<file path="config.mk">
export PLATFORM = sky130hd
export DESIGN_NAME = fsm_host_flat
export DESIGN_NICKNAME = d
export VERILOG_FILES = /design/src/rtl/fsm_host_pkg.sv /design/src/rtl/fsm_host_if.sv /design/src/rtl/fsm_host_fifo.sv /design/src/rtl/fsm_host.sv /design/src/flat_wrapper.sv
export SDC_FILE = /design/constraint.sdc
export NUM_CORES = 1
export LEC_CHECK = 0
export ABC_AREA = 1
export BUFFER_PORTS_ARGS = -buffer_cell sky130_fd_sc_hd__buf_2
export CAP_MARGIN = 20
export CORE_ASPECT_RATIO = 1.5
export CORE_MARGIN = 8
export CORE_UTILIZATION = 40
export DETAILED_ROUTE_END_ITERATION = 16
export GPL_ROUTABILITY_DRIVEN = 0
export HOLD_SLACK_MARGIN = 0.1
export PLACE_DENSITY = 0.68
export SLEW_MARGIN = 20
export SYNTH_ARGS = -nofsm -noshare
export SYNTH_HDL_FRONTEND = slang
export SYNTH_HIERARCHICAL = 1
export SYNTH_SLANG_ARGS = --single-unit
</file>
<file path="constraint.sdc">
create_clock -name clk -period 6.8 [get_ports clk]
set_input_delay 1.36 -clock clk [delete_from_list [all_inputs] [get_ports clk]]
set_output_delay 1.36 -clock clk [all_outputs]
set_load 0.01 [all_outputs]
</file>
<file path="src/rtl/fsm_host_pkg.sv">
// Shared types and constants for the fsm_host operand sender / result collector.
// Optional result FIFO is enabled with the FSM_HOST_RESULT_FIFO_EN macro.
package fsm_host_pkg;

  typedef enum logic [2:0] {
    ST_IDLE    = 3'd0,
    ST_SEND_AH = 3'd1,
    ST_SEND_AL = 3'd2,
    ST_SEND_BH = 3'd3,
    ST_SEND_BL = 3'd4,
    ST_COLLECT = 3'd5,
    ST_DONE    = 3'd6
  } state_t;

  // Order in which the 16-bit operand halves are sent to the compute FSM.
  localparam logic [1:0] WORD_AH = 2'd0;
  localparam logic [1:0] WORD_AL = 2'd1;
  localparam logic [1:0] WORD_BH = 2'd2;
  localparam logic [1:0] WORD_BL = 2'd3;

  localparam logic [1:0] ERR_NONE    = 2'b00;
  localparam logic [1:0] ERR_POW_OVF = 2'b01;
  localparam logic [1:0] ERR_FRAC_B  = 2'b10;
  localparam logic [1:0] ERR_ZERO_A  = 2'b11;

  localparam int unsigned FIFO_DEPTH = 4;
  localparam int unsigned RES_W      = 34;

  function automatic logic [15:0] word_sel(input logic [31:0] a, input logic [31:0] b,
                                           input logic [1:0] idx);
    case (idx)
      WORD_AH: return a[31:16];
      WORD_AL: return a[15:0];
      WORD_BH: return b[31:16];
      default: return b[15:0];
    endcase
  endfunction

endpackage

</file>
<file path="src/rtl/fsm_host_if.sv">
// Bus between fsm_host, the compute FSM and the result consumer.
// res_valid/res_ready: a result transfers on a cycle where both are 1; in the
// FIFO build res_valid holds with stable data until taken, otherwise it is a
// one-cycle pulse and res_ready is not consulted.
interface fsm_host_if;
  logic [15:0] data_out;
  logic        r_i;
  logic        r_o;
  logic [1:0]  err;
  logic [31:0] data_in;
  logic        res_valid;
  logic [31:0] res_data;
  logic [1:0]  res_err;
  logic        res_ready;

  modport master (
    output data_out, r_i,
    input  r_o, err, data_in,
    output res_valid, res_data, res_err,
    input  res_ready
  );

  modport slave (
    input  data_out, r_i,
    output r_o, err, data_in,
    input  res_valid, res_data, res_err,
    output res_ready
  );
endinterface

</file>
<file path="src/rtl/fsm_host_fifo.sv">
// Small synchronous FIFO for captured results; pushes into a full FIFO are dropped.
module fsm_host_fifo #(
  parameter int unsigned WIDTH = 34,
  parameter int unsigned DEPTH = 4
) (
  input  logic             clk,
  input  logic             reset,
  input  logic             push,
  input  logic [WIDTH-1:0] push_data,
  input  logic             pop,
  output logic [WIDTH-1:0] pop_data,
  output logic             empty,
  output logic             full
);
  localparam int unsigned AW = (DEPTH > 1) ? $clog2(DEPTH) : 1;
  localparam int unsigned CW = $clog2(DEPTH + 1);
  localparam logic [CW-1:0] DEPTH_C = CW'(DEPTH);
  localparam logic [AW-1:0] LAST_C  = AW'(DEPTH - 1);

  logic [WIDTH-1:0] mem [DEPTH];
  logic [AW-1:0]    wr_ptr;
  logic [AW-1:0]    rd_ptr;
  logic [CW-1:0]    count;
  logic             do_push;
  logic             do_pop;

  assign empty    = (count == '0);
  assign full     = (count == DEPTH_C);
  assign do_push  = push && !full;
  assign do_pop   = pop && !empty;
  assign pop_data = mem[rd_ptr];

  always_ff @(posedge clk) begin
    if (do_push) mem[wr_ptr] <= push_data;
  end

  always_ff @(posedge clk or posedge reset) begin
    if (reset) begin
      wr_ptr <= '0;
      rd_ptr <= '0;
      count  <= '0;
    end else begin
      if (do_push) wr_ptr <= (wr_ptr == LAST_C) ? '0 : wr_ptr + AW'(1);
      if (do_pop)  rd_ptr <= (rd_ptr == LAST_C) ? '0 : rd_ptr + AW'(1);
      case ({do_push, do_pop})
        2'b10:   count <= count + CW'(1);
        2'b01:   count <= count - CW'(1);
        default: count <= count;
      endcase
    end
  end
endmodule

</file>
<file path="src/rtl/fsm_host.sv">
// Sends two float operands as four 16-bit words to a compute FSM, then collects
// its results until an error, MAX_RES results or a timeout. Macro: FSM_HOST_RESULT_FIFO_EN.
module fsm_host
  import fsm_host_pkg::*;
#(
  parameter int unsigned TIMEOUT_CYC = 4096,
  parameter int unsigned MAX_RES     = 255
) (
  input  logic        clk,
  input  logic        reset,
  input  logic        start,
  input  logic [31:0] a_in,
  input  logic [31:0] b_in,
  fsm_host_if.master  bus,
  output logic        busy,
  output logic        done,
  output logic [1:0]  done_err,
  output logic [7:0]  res_cnt,
  output logic        ovf,
  output state_t      dbg_state
);
  localparam int unsigned   TW        = $clog2(TIMEOUT_CYC + 1);
  localparam logic [TW-1:0] TMO_LAST  = TW'(TIMEOUT_CYC - 1);
  localparam logic [7:0]    MAX_RES_C = 8'(MAX_RES);

  state_t        state;
  state_t        state_nxt;
  logic [31:0]   a_q;
  logic [31:0]   b_q;
  logic          r_o_q;
  logic [TW-1:0] tmo_q;
  logic          capture;
  logic          tmo_hit;
  logic          r_i_c;
  logic [15:0]   data_out_c;

  // A result counts only on a rising edge of r_o seen while collecting.
  assign capture = (state == ST_COLLECT) && bus.r_o && !r_o_q;
  assign tmo_hit = (state == ST_COLLECT) && !capture && (tmo_q == TMO_LAST);

  assign bus.r_i      = r_i_c;
  assign bus.data_out = data_out_c;
  assign dbg_state    = state;

  always_comb begin
    state_nxt  = state;
    busy       = 1'b1;
    done       = 1'b0;
    r_i_c      = 1'b0;
    data_out_c = 16'h0000;
    case (state)
      ST_IDLE: begin
        busy = 1'b0;
        if (start) state_nxt = ST_SEND_AH;
      end
      ST_SEND_AH: begin
        r_i_c      = 1'b1;
        data_out_c = word_sel(a_q, b_q, WORD_AH);
        state_nxt  = ST_SEND_AL;
      end
      ST_SEND_AL: begin
        r_i_c      = 1'b1;
        data_out_c = word_sel(a_q, b_q, WORD_AL);
        state_nxt  = ST_SEND_BH;
      end
      ST_SEND_BH: begin
        r_i_c      = 1'b1;
        data_out_c = word_sel(a_q, b_q, WORD_BH);
        state_nxt  = ST_SEND_BL;
      end
      ST_SEND_BL: begin
        r_i_c      = 1'b1;
        data_out_c = word_sel(a_q, b_q, WORD_BL);
        state_nxt  = ST_COLLECT;
      end
      ST_COLLECT: begin
        // Capture wins over a timeout expiring on the same cycle.
        if (capture) begin
          if ((bus.err != ERR_NONE) || ((res_cnt + 8'd1) == MAX_RES_C)) state_nxt = ST_DONE;
        end else if (tmo_hit) begin
          state_nxt = ST_DONE;
        end
      end
      ST_DONE: begin
        done      = 1'b1;
        state_nxt = ST_IDLE;
      end
      default: state_nxt = ST_IDLE;
    endcase
  end

  always_ff @(posedge clk or posedge reset) begin
    if (reset) begin
      state    <= ST_IDLE;
      a_q      <= '0;
      b_q      <= '0;
      r_o_q    <= 1'b0;
      tmo_q    <= '0;
      res_cnt  <= '0;
      done_err <= ERR_NONE;
    end else begin
      state <= state_nxt;
      r_o_q <= bus.r_o;
      if ((state == ST_IDLE) && start) begin
        a_q      <= a_in;
        b_q      <= b_in;
        res_cnt  <= '0;
        done_err <= ERR_NONE;
        tmo_q    <= '0;
      end
      if (capture) begin
        res_cnt <= res_cnt + 8'd1;
        tmo_q   <= '0;
        if (bus.err != ERR_NONE) done_err <= bus.err;
      end else if (state == ST_COLLECT) begin
        tmo_q <= tmo_q + TW'(1);
      end
    end
  end

`ifdef FSM_HOST_RESULT_FIFO_EN
  logic [RES_W-1:0] fifo_out;
  logic             fifo_empty;
  logic             fifo_full;
  logic             ovf_q;

  fsm_host_fifo #(
    .WIDTH(RES_W),
    .DEPTH(FIFO_DEPTH)
  ) u_fifo (
    .clk      (clk),
    .reset    (reset),
    .push     (capture),
    .push_data({bus.err, bus.data_in}),
    .pop      (bus.res_valid && bus.res_ready),
    .pop_data (fifo_out),
    .empty    (fifo_empty),
    .full     (fifo_full)
  );

  always_ff @(posedge clk or posedge reset) begin
    if (reset) ovf_q <= 1'b0;
    else if (capture && fifo_full) ovf_q <= 1'b1;
  end

  assign bus.res_valid = !fifo_empty;
  assign bus.res_data  = fifo_out[31:0];
  assign bus.res_err   = fifo_out[33:32];
  assign ovf           = ovf_q;
`else
  logic        res_valid_q;
  logic [31:0] res_data_q;
  logic [1:0]  res_err_q;
  logic        unused_res_ready;

  always_ff @(posedge clk or posedge reset) begin
    if (reset) begin
      res_valid_q <= 1'b0;
      res_data_q  <= '0;
      res_err_q   <= ERR_NONE;
    end else begin
      res_valid_q <= capture;
      if (capture) begin
        res_data_q <= bus.data_in;
        res_err_q  <= bus.err;
      end
    end
  end

  assign unused_res_ready = bus.res_ready;
  assign bus.res_valid    = res_valid_q;
  assign bus.res_data     = res_data_q;
  assign bus.res_err      = res_err_q;
  assign ovf              = 1'b0;
`endif

endmodule

</file>
<file path="src/flat_wrapper.sv">
// flat-port wrapper written by rule: the top's interface ports become plain ports
module fsm_host_flat import fsm_host_pkg::*;
#(
  parameter int unsigned TIMEOUT_CYC = 4096,
  parameter int unsigned MAX_RES     = 255
)
  (clk, reset, start, a_in, b_in, busy, done, done_err, res_cnt, ovf, dbg_state, bus_data_out, bus_r_i, bus_r_o, bus_err, bus_data_in, bus_res_valid, bus_res_data, bus_res_err, bus_res_ready);
  fsm_host_if bus_i ();
  input  logic clk;
  input  logic reset;
  input  logic start;
  input  logic [31:0] a_in;
  input  logic [31:0] b_in;
  output logic busy;
  output logic done;
  output logic [1:0] done_err;
  output logic [7:0] res_cnt;
  output logic ovf;
  output state_t dbg_state;
  output wire logic [$bits(bus_i.data_out)-1:0] bus_data_out;
  output wire logic [$bits(bus_i.r_i)-1:0] bus_r_i;
  input wire logic [$bits(bus_i.r_o)-1:0] bus_r_o;
  input wire logic [$bits(bus_i.err)-1:0] bus_err;
  input wire logic [$bits(bus_i.data_in)-1:0] bus_data_in;
  output wire logic [$bits(bus_i.res_valid)-1:0] bus_res_valid;
  output wire logic [$bits(bus_i.res_data)-1:0] bus_res_data;
  output wire logic [$bits(bus_i.res_err)-1:0] bus_res_err;
  input wire logic [$bits(bus_i.res_ready)-1:0] bus_res_ready;
  assign bus_data_out = bus_i.data_out;
  assign bus_r_i = bus_i.r_i;
  assign bus_i.r_o = bus_r_o;
  assign bus_i.err = bus_err;
  assign bus_i.data_in = bus_data_in;
  assign bus_res_valid = bus_i.res_valid;
  assign bus_res_data = bus_i.res_data;
  assign bus_res_err = bus_i.res_err;
  assign bus_i.res_ready = bus_res_ready;
  fsm_host #(.TIMEOUT_CYC(TIMEOUT_CYC), .MAX_RES(MAX_RES)) u_core (.clk(clk), .reset(reset), .start(start), .a_in(a_in), .b_in(b_in), .bus(bus_i), .busy(busy), .done(done), .done_err(done_err), .res_cnt(res_cnt), .ovf(ovf), .dbg_state(dbg_state));
endmodule
</file>
Yosys cells after proc, flatten, opt, wreduce, memory -nomap -nowiden
Index checks and enable logic that the tools add are counted.
- flip-flop bits (word level): 126
- input bits: 103
- output and inout port bits: 68
- word-level logic and storage cells: 54
- $add $sub $neg: 2
- equal/unequal tests: 11
- multiplexer cells: 17
- reduce and logical (&&, ||, !) cells: 14
- operators with widths (cell ; count):
    $pmux W16 S4 ; 1
    $mux W13 ; 3
    $pmux W3 S6 ; 1
    $mux W8 ; 2
    $add A13 B1 Y13 const B ; 1
    $eq A13 B12 Y1 const B ; 1
    $mux W3 ; 4
    $eq A3 B3 Y1 const B ; 3
    $add A8 B1 Y8 const B ; 1
    $eq A8 B8 Y1 const B ; 1
    $eq A3 B2 Y1 const B ; 2
    $mux W2 ; 3
    $logic_and A1 B1 Y1 ; 5
    $reduce_bool A2 Y1 ; 2
    $reduce_or A4 Y1 ; 1
    $eq A3 B1 Y1 const B ; 1
    $logic_not A3 Y1 ; 1
    $mux W1 ; 3
    $ne A3 B1 Y1 const B ; 1
    $ne A3 B3 Y1 const B ; 1
    $reduce_and A3 Y1 ; 1
    $reduce_bool A3 Y1 ; 1
    $logic_not A1 Y1 ; 2
    $ne A2 B2 Y1 const B ; 1
    $logic_or A1 B1 Y1 ; 1

Logic depth before layout (Yosys ltp)
Gate-level depths: netlist of run 1.
- depth after elaboration: 9
- gate-level depth with buffers: 12
- depth with buffers taken out: 11

Worst setup path after synthesis of run 1
OpenSTA, ideal clock, no wires.
- path kind: register -> output
- start point: register u_core.state[2] (netlist: u_core/dbg_state[2])
- end point: output port bus_data_out[0]
- arrival: 1354 ps
- data required time: 5440 ps
- path slack: 4086 ps
- stages on the path, launching flop included: 7
- buffers on the path: 1
- path through: dfrtp_1 > inv_2 > nand2_1 > nor2_1 > buf_2 > nand2_1 > o2111ai_1
- longest elaborated chain between the ends: 2
- elaborated cells on any way between the ends: 5
- those cells by class: eq/ne: 4; mux: 1
- RTL lines (element ; line ; RTL):
    start, declared ; fsm_host.sv:26 ; state_t state;
    start signal, assigned ; fsm_host.sv:102 ; state <= state_nxt;
    $eq A3 B3 Y1 (tied with other cells) ; -- ;
    $pmux W16 S4 * ; fsm_host.sv:51 ; case (state)
    end, declared ; flat_wrapper.sv:20 ; output wire logic [$bits(bus_i.data_out)-1:0] bus_data_out;
Every way passes the cells marked *; elsewhere a longest branch is shown, timed or not.

Worst setup path in the final report of run 1
- start point: register u_core.state[0] (netlist: u_core/dbg_state[0])
- end point: output port bus_data_out[6]
The elaborated chain is that of the path after synthesis.

==> results.py, run 1 <==
metrics = {
    "setup_path": {
        "crit_slowest_cell": "dfrtp_1",
        "start_kind": "register",
        "startpoint": "u_core/dbg_state[0]",
        "r2r-start": "u_core/dbg_state[2]",
        "critPathArrivalTime_ns": 2.40,
        "crit_type": "reg2out",
        "cpPeakStageDelay_ns": 0.63,
        "crit_fanout": 16,
        "crit_buf_inv": 3,
        "timing.critical_path.cells": "inv_2, nor2_4, inv_1, nor2_2, nand2_1, o2111ai_1, buf_2",
        "end_kind": "output pin",
        "crit_family": "simple AND/OR/NAND/NOR gates",
        "worstPathRequired_ns": 5.44,
    },
    "detailed_routing": {
        "viasPerCell": 4.82,
        "wl_um": 14300,
        "vias": 4528,
        "detail_route.wl_per_cell_um": 15.2,
        "first_pass_iters": 5,
        "drtIter0Drc": 263,
        "drc_errors": 0,
        "drtAntennaViolNets": 0,
    },
    "timing": {
        "fin_crit_sh_pct": 55.3,
        "rsz0062_at_grt": "false",
        "max_freq_mhz": 266,
        "final.setup.tns_ns": 0,
        "period_minus_slack_ns": 3.76,
        "final_hold_viol_count": 0,
        "slew_headroom_pct": 35.4,
        "finalSetupViolations": 0,
        "fin_skew_ns": 0.0104,
        "worst_pin_slew_ns": 0.970,
        "finalMaxSlewViolations": 0,
    },
    "grt": {
        "antenna_found_initial": 1,
        "grtUsageTotal_pct": 15.7,
        "grt_max_degree": 89,
        "grt-ovfl-total": 0,
        "grt_pass1_vias": 4517,
        "grt_pass1_wl_um": 22700,
    },
    "clocking": {
        "cts_setup_buffers": 0,
        "clk_pin_slew_ns": 0.06,
        "cts_made_buffers": 17,
        "clock_path_buffers": 2,
        "numClockSinks": 126,
        "root_buffer": "clkbuf_16",
        "worstSkewPairLatency_ns": 0.41,
        "cts_resized": 0,
        "ctsHoldBuffers": 0,
        "cts_tree": "built",
        "htreeDepth": 4,
    },
    "job": {
        "maxCapViolations": 0,
    },
    "die": {
        "pin_count": 171,
        "die-width_um": 113,
        "start_util_pct": 40.5,
        "die_area_um2": 18200,
        "core_region_area_um2": 13900,
        "core.rowCount": 53,
        "chipHeight_um": 161,
    },
    "synthesis": {
        "syn_area_um2": 5640,
        "synth_top_area_share_pct": 55.9,
        "yosysTopAreaCell": "dfrtp_1",
        "syn_avg_cell_area_um2": 9.49,
        "ys_seq_elements": 126,
        "synthTopCellsByArea": "dfrtp_1 (56%), nand2_1 (12%), mux2_1 (8.0%)",
        "yosysWarnings": 6,
        "yosysUniqueCellTypes": 35,
        "synthFlopType": "dfrtp_1",
        "syn_nets": 700,
        "synth-edff-count": 0,
        "async_reset_ff_share_pct": 100,
        "seq_area_frac_synth_pct": 55.9,
        "synth_cells": 594,
        "synthTopCellsByCount": "nand2_1 (180), dfrtp_1 (126), inv_1 (55)",
        "synth_most_common_cell": "nand2_1",
    },
    "placement": {
        "port_buffers": 168,
        "dp_hpwl_um": 10400,
        "postPlaceCellArea_um2": 6540,
    },
    "finish": {
        "diodes": 0,
        "final_nets": 867,
        "synthToLayoutAreaGrowth_pct": 26.6,
        "nFillCells": 1330,
        "final_area_um2": 7140,
        "drive_above_1_share_pct": 28.3,
    },
    "hold_path": {
        "min_path_type": "reg2reg",
        "min_from": "u_core/bus.res_data[9]",
    },
    "power_and_ir_drop": {
        "p_leak_uw": 0.00374,
        "power_density_nw_per_um2": 445,
        "ir_worst_vdd_uv": 151,
    },
    "run_status": {
        "outcome": "finished clean",
    },
}
[final timing paths]
kind	slack [ns]	endpoint	cells after the start
worst max-delay path	3.04	bus_data_out[6]	7
worst min register to register	0.46	u_core/bus.res_data[9]	2
worst max register to register	4.35	u_core/res_cnt[4]	5
worst min-delay path	0.46	u_core/bus.res_data[9]	2
max in group asynchronous	4.65	u_core/res_cnt[4]	3
min in group asynchronous	1.10	u_core/bus.res_data[12]	2
[stage by stage]
| stage | power, uW | util [%] | hold WS, ns | cells | setup slack [ns] |
|---|---|---|---|---|---|
| finish | 3180 | 51.3 | 0.464 | 939 | 3.04 |
| global route | 3400 | 51.3 | 0.487 | 939 | 2.89 |
| CTS | 3230 | 51.2 | 0.468 | 939 | 2.97 |
| detailed placement | 2310 | 47.0 | 0.453 | 907 | 3.46 |
| global placement | 2270 | 47.0 | 0.449 | 907 | 3.48 |
| floorplan | 1920 | - | 0.464 | 594 | 2.08 |
[layout by cell type, fill, tap and decap left out, drive strengths merged, types with 10 or more instances in the layout]
cell type    n
o21ai       18
nor2        42
a21oi       34
o2111ai     10
nand3       19
nand2      182
o22ai       12
inv         65
buf        172
clkbuf      19
mux2        42
dfrtp      126
[report_power, final]
part           total (uW)  internal [uW]  switching [uW]
Sequential           1230           1060             173
Clock                 899            557             342
Combinational        1050            428             619
Total                3180           2050            1130
[metal layers]
layer  routed length, um  global-route usage (%)
met3                 736                    5.16
met2                7660                    28.4
met1                5720                    17.0
met5                  13                       0
met4                 148                    4.56
[kinds of logic after synthesis]
group,after synthesis,synth area share (%)
xor+xnor,4,0.621
buf+inv,84,7.21
compound gates,82,8.61
simple gates,252,18.5
mux,42,8.39
fa+ha+maj,3,0.666
flops,126,55.9
other cells,1,0.0665
[state kept, by name, summed over array words and instances (netlist names)]
| register | cells |
|---|---|
| u_core/res_cnt | 8 |
| u_core/done_err | 2 |
| u_core/dbg_state | 3 |
| u_core/b_q | 32 |
| u_core/bus.res_valid | 1 |
| u_core/bus.res_data | 32 |
| u_core/bus.res_err | 2 |
| u_core/tmo_q | 13 |
| u_core/r_o_q | 1 |
| u_core/a_q | 32 |
[layout make-up]
cell class	instances	area (um2)	share of cell area, %
flip-flops and latches	126	3150	44.2
multi-input cells	384	2080	29.1
repair buffers	172	871	12.2
clock buffers	19	443	6.20
inverters	60	233	3.26
well taps	165	206	2.89
clock inverters	13	154	2.16
[tightest hold or removal path, stage by stage (launching register included)]
cell     delay [ns]
dfrtp_1        0.34
nand2_1        0.05
nand2_1        0.05
No activity file was read; power rests on OpenSTA's default activity.
==> inputs of run 2 (changes only) <==
- ABC_AREA: 1 -> 0
- PLACE_DENSITY: 0.68 -> 0.7
- clock period: 6.8 -> 3.3 ns (I/O delays scaled with it)
==> run 2 against run 1 <==
Net effect: sequential power is 110% higher; via count is 4.2% lower; routed wire length is 0.74% higher; clock power is 120% higher; highest routed layer unchanged.
==> results.py, run 2 <==
metrics = {
    "synthesis": {
        "async_reset_ff_share_pct": 100,
        "synth-edff-count": 0,
        "ys_seq_elements": 126,
        "synth_cells": 505,
        "synthFlopType": "dfrtp_1",
        "syn_avg_cell_area_um2": 11.0,
        "syn_area_um2": 5580,
        "synth_top_area_share_pct": 56.6,
        "synth_most_common_cell": "nand2_1",
        "synthTopCellsByCount": "nand2_1 (127), dfrtp_1 (126), mux2_2 (37)",
        "yosysTopAreaCell": "dfrtp_1",
        "yosysWarnings": 6,
        "yosysUniqueCellTypes": 45,
        "syn_nets": 611,
        "synthTopCellsByArea": "dfrtp_1 (57%), nand2_1 (8.6%), mux2_2 (7.5%)",
        "seq_area_frac_synth_pct": 56.6,
    },
    "timing": {
        "layout_setup_ws_ns": 0.467,
        "slew_headroom_pct": 52.9,
        "finalMaxSlewViolations": 0,
        "fin_skew_ns": 0.00748,
        "period_minus_slack_ns": 2.83,
        "worst_pin_slew_ns": 0.688,
        "finalSetupViolations": 0,
        "fin_crit_sh_pct": 85.8,
        "final_hold_viol_count": 0,
        "rsz0062_at_grt": "false",
        "final.setup.tns_ns": 0,
        "whs_ns": 0.146,
        "max_freq_mhz": 353,
    },
    "die": {
        "chipHeight_um": 161,
        "die_area_um2": 18100,
        "start_util_pct": 40.4,
        "core_region_area_um2": 13800,
        "core.rowCount": 53,
        "die-width_um": 112,
        "pin_count": 171,
    },
    "power_and_ir_drop": {
        "swShare_pct": 33.3,
        "p_sw_uw": 2280,
        "comb_power_share_pct": 33.4,
        "clockPowerShare_pct": 28.7,
        "p_int_uw": 4570,
        "power_density_nw_per_um2": 957,
        "ir_worst_vdd_uv": 455,
        "p_leak_uw": 0.00358,
        "power_frac_seq_pct": 37.9,
        "power_uw": 6840,
    },
    "grt": {
        "grt_max_degree": 124,
        "grt_pass1_wl_um": 23900,
        "grtUsageTotal_pct": 16.4,
        "grt-ovfl-total": 0,
        "grt_pass1_vias": 4770,
        "antenna_found_initial": 3,
    },
    "clocking": {
        "ctsHoldBuffers": 0,
        "numClockSinks": 126,
        "worstSkewPairLatency_ns": 0.40,
        "cts_tree": "built",
        "htreeDepth": 4,
        "clock_path_buffers": 2,
        "cts_made_buffers": 17,
        "cts_setup_buffers": 0,
        "root_buffer": "clkbuf_16",
        "clk_pin_slew_ns": 0.06,
        "cts_resized": 0,
    },
    "job": {
        "maxCapViolations": 0,
    },
    "placement": {
        "dp_hpwl_um": 10700,
        "pre_cts_slack_ns": 0.893,
        "port_buffers": 168,
        "post-place-cells": 814,
    },
    "finish": {
        "drive_above_1_share_pct": 36.7,
        "seqCellArea_um2": 3150,
        "layout_common_cells": "buf_2 (168), nand2_1 (127), dfrtp_1 (126), mux2_2 (37), mux2_1 (28)",
        "multi_input_area_um2": 2220,
        "synthToLayoutAreaGrowth_pct": 28.2,
        "final_common_cell": "buf_2",
        "stdcell_count": 848,
        "final_nets": 774,
        "nFillCells": 1215,
    },
    "setup_path": {
        "crit_fanout": 15,
        "timing.critical_path.cells": "nor2b_1, buf_4, a22oi_1, o22ai_1, buf_2",
        "crit_buf_inv": 2,
        "end_kind": "output pin",
        "critPathArrivalTime_ns": 2.17,
        "cpPeakStageDelay_ns": 0.58,
        "crit_slowest_cell": "dfrtp_1",
        "crit_family": "flip-flops",
        "crit_type": "reg2out",
        "start_kind": "register",
        "worstPathRequired_ns": 2.64,
    },
    "detailed_routing": {
        "drc_errors": 0,
        "vias": 4338,
        "drtAntennaViolNets": 0,
        "viasPerCell": 5.12,
        "detail_route.wl_per_cell_um": 17.0,
        "wl_um": 14400,
        "first_pass_iters": 4,
        "drtIter0Drc": 176,
    },
    "run_status": {
        "outcome": "finished clean",
    },
    "hold_path": {
        "min_path_type": "in2async",
    },
}
run 2: cell types whose count changed in the layout (fill, tap and decap cells not counted), sizes merged, moves of 4 or more:
cell and delta:
clkinv +6, o22ai +4, mux2i +17, and3 +5
nand2 -54, inv -61, a22oi +15, nand3 -12
mux2 +23, a21oi -32, nor2 -23, o21ai +9
o2111ai -10
run 2: kinds of logic (layout without fill, tap and decap cells):
kind of cell | Yosys count | in the layout | synth area share [%]
AO/OA/AOI/OAI | 72 | 72 | 8.10
buffers and inverters | 35 | 211 | 3.68
flip-flops | 126 | 126 | 56.6
AND/OR/NAND/NOR | 180 | 180 | 13.8
other | 1 | 3 | 0.0673
multiplexers | 82 | 82 | 16.2
XOR/XNOR | 6 | 6 | 0.943
adder cells (fa/ha/maj) | 3 | 3 | 0.673
run 2: layout make-up:
class,instances,share of cell area [%]
Antenna cell,2,0.0700
Clock buffer,18,6.14
Clock inverter,14,2.68
Inverter,4,0.263
Multi-Input combinational cell,344,31.0
Sequential cell,126,44.1
Tap cell,165,2.89
Timing Repair Buffer,175,12.8
run 2: power by group through the flow:
stage                     clock, uW  sequential, uW  combinational [uW]
after detailed placement          0            2620                2320
after global placement            0            2580                2260
after CTS                      2010            2600                2330
after global routing           2070            2690                2520
final                          1960            2600                2290
after floorplan                   0            2600                1500
run 2: per-stage QoR:
| stage | area [um2] | utilization (%) |
|---|---|---|
| 2_1_floorplan | 5580 | - |
| 3_3_place_gp | 6510 | 47.2 |
| 3_5_place_dp | 6510 | 47.2 |
| 4_1_cts | 7140 | 51.8 |
| 5_1_grt | 7150 | 51.8 |
| 6_report | 7150 | 51.8 |
run 2: final timing paths:
kind	start	end	slack [ns]	cells past startpoint
hold / removal	reset	u_core/b_q[11]	0.15	2
min in group clk	bus_r_o	u_core/r_o_q	0.41	1
setup reg to reg	u_core/dbg_state[2]	u_core/res_cnt[5]	1.09	6
hold reg to reg	u_core/bus.res_data[25]	u_core/bus.res_data[25]	0.47	2
setup / recovery	u_core/dbg_state[2]	bus_data_out[0]	0.47	5
max in group asynchronous	reset	u_core/a_q[22]	2.29	3
run 2: per-layer routing:
layer	up-vias	global-route usage, %	share of wire [%]
li1	2068	-	-
met1	2113	17.9	40
met2	135	27.9	52
met3	20	5.49	6.1
met4	2	8.32	1.8
met5	-	0	0.056
==> inputs of run 3 (changes only) <==
- ABC_AREA: 0 -> 1
- PLACE_DENSITY: 0.7 -> 0.67
==> run 3 against run 2 <==
Net effect: core utilization is 0.27 points lower; non-clock buffer count stayed put; routed wire length is 1.8% lower; largest cell class unchanged; register-to-register slack worse by 0.05 ns.
==> results.py, run 3 (synthesized netlist as in run 1, its figures left out) <==
metrics = {
    "timing": {
        "slew_headroom_pct": 54.5,
        "rsz0062_at_grt": "false",
        "finalSetupViolations": 0,
        "max_freq_mhz": 340,
        "period_minus_slack_ns": 2.94,
        "fin_skew_ns": 0.00818,
        "fin_crit_sh_pct": 89.1,
        "finalMaxSlewViolations": 0,
        "final_hold_viol_count": 0,
        "worst_pin_slew_ns": 0.681,
        "final.setup.tns_ns": 0,
    },
    "detailed_routing": {
        "detail_route.wl_per_cell_um": 15.0,
        "viasPerCell": 4.80,
        "drtIter0Drc": 258,
        "vias": 4513,
        "wl_um": 14100,
        "first_pass_iters": 4,
        "drc_errors": 0,
        "drtAntennaViolNets": 0,
    },
    "clocking": {
        "cts_tree": "built",
        "root_buffer": "clkbuf_16",
        "clock_path_buffers": 2,
        "numClockSinks": 126,
        "htreeDepth": 4,
        "clk_pin_slew_ns": 0.06,
        "cts_resized": 0,
        "cts_setup_buffers": 0,
        "cts_made_buffers": 17,
        "worstSkewPairLatency_ns": 0.40,
        "ctsHoldBuffers": 0,
    },
    "setup_path": {
        "cp_common_cell": "nand2_1",
        "r2r-start": "u_core/dbg_state[0]",
        "worstPathRequired_ns": 2.64,
        "crit_fanout": 13,
        "timing.critical_path.cells": "inv_2, nor2_4, inv_1, nor2_2, buf_4, nand2_1, nand2_1, buf_2",
        "cpPeakStageDelay_ns": 0.61,
        "rr_worst_depth": 9,
        "critPathArrivalTime_ns": 2.28,
        "crit_family": "simple AND/OR/NAND/NOR gates",
        "r2r_slack_ns": 1.04,
        "start_kind": "register",
        "r2r-end": "u_core/dbg_state[1]",
        "crit_slowest_cell": "dfrtp_1",
        "crit_buf_inv": 4,
        "end_kind": "output pin",
        "crit_type": "reg2out",
    },
    "grt": {
        "grtUsageMet3_pct": 6.20,
        "grtUsageMet2_pct": 26.8,
        "antenna_found_initial": 1,
        "grt_max_degree": 127,
        "busiest_layer": "met2",
        "grt_util_met1_pct": 18.2,
        "grtUsageTotal_pct": 16.1,
        "grt_pass1_vias": 4512,
        "grt-ovfl-total": 0,
        "grt_pass1_wl_um": 23300,
    },
    "finish": {
        "nFillCells": 1327,
        "layout_common_cells": "nand2_1 (180), buf_2 (168), dfrtp_1 (126), inv_1 (54), mux2_1 (40)",
        "diodes": 0,
        "final_common_cell": "nand2_1",
        "final_util_pct": 51.6,
        "multi_input_area_um2": 2080,
        "final_nets": 870,
        "drive_above_1_share_pct": 28.5,
        "seqCellArea_um2": 3150,
        "synthToLayoutAreaGrowth_pct": 27.3,
    },
    "power_and_ir_drop": {
        "p_leak_uw": 0.00376,
        "ir_worst_vdd_uv": 361,
        "power_density_nw_per_um2": 918,
    },
    "job": {
        "maxCapViolations": 0,
    },
    "hold_path": {
        "min_path_cells": 1,
        "min_path_type": "in2reg",
        "hold_path_end": "u_core/r_o_q",
        "min_from": "bus_r_o",
    },
    "die": {
        "core.rowCount": 53,
        "die_area_um2": 18200,
        "core_region_area_um2": 13900,
        "start_util_pct": 40.5,
        "pin_count": 171,
        "chipHeight_um": 161,
        "die-width_um": 113,
    },
    "placement": {
        "port_buffers": 168,
        "dp_hpwl_um": 10200,
    },
    "run_status": {
        "outcome": "finished clean",
    },
}
run 3: worst max-delay path by stage:
stage	slack [ns]	cells past startpoint	endpoint	start
after CTS	0.32	8	bus_data_out[7]	u_core/dbg_state[0]
after global placement	0.76	8	bus_data_out[7]	u_core/dbg_state[0]
after global routing	0.18	8	bus_data_out[12]	u_core/dbg_state[0]
after detailed placement	0.75	8	bus_data_out[7]	u_core/dbg_state[0]
final	0.36	8	bus_data_out[7]	u_core/dbg_state[0]
after floorplan	1.09	1	u_core/a_q[0]	reset
run 3: stage by stage:
stage	cells	hold slack, ns	instance area [um2]	total power (uW)	worst slack, ns
2_1_floorplan	594	0.464	5640	3950	1.09
3_3_place_gp	910	0.449	6590	4730	0.758
3_5_place_dp	910	0.453	6590	4790	0.755
4_1_cts	940	0.367	7180	6700	0.322
5_1_grt	940	0.359	7180	7070	0.181
6_report	940	0.382	7180	6590	0.361
run 3: area by class of cell:
| class | count | area share [%] |
|---|---|---|
| flip-flops and latches | 126 | 43.9 |
| well taps | 165 | 2.88 |
| repair buffers | 175 | 12.8 |
| multi-input cells | 384 | 29.0 |
| inverters | 60 | 3.22 |
| clock buffers | 17 | 5.92 |
| clock inverters | 13 | 2.32 |
run 3: power by group:
group | internal [uW] | switching, uW | total (uW)
registers | 2190 | 339 | 2520
logic | 909 | 1280 | 2190
clock network | 1180 | 689 | 1870
total | 4280 | 2310 | 6590
run 3: worst register-to-register path, stage by stage, from the launching register on:
cell and delay, ns:
dfrtp_1 0.61, inv_2 0.10, nor2_4 0.10, nand2_2 0.11
nor2_4 0.38, inv_4 0.30, nor3_1 0.30, nand2_1 0.14
nand2_1 0.09, nor2_1 0.04
run 3: per-layer routing:
metal  part of all wire (%)  vias up  wire [um]
li1                       -     2260          -
met1                     41     2106       5800
met2                     50      128       7010
met3                    7.5       17       1060
met4                    1.7        2        246
met5                  0.057        -          8
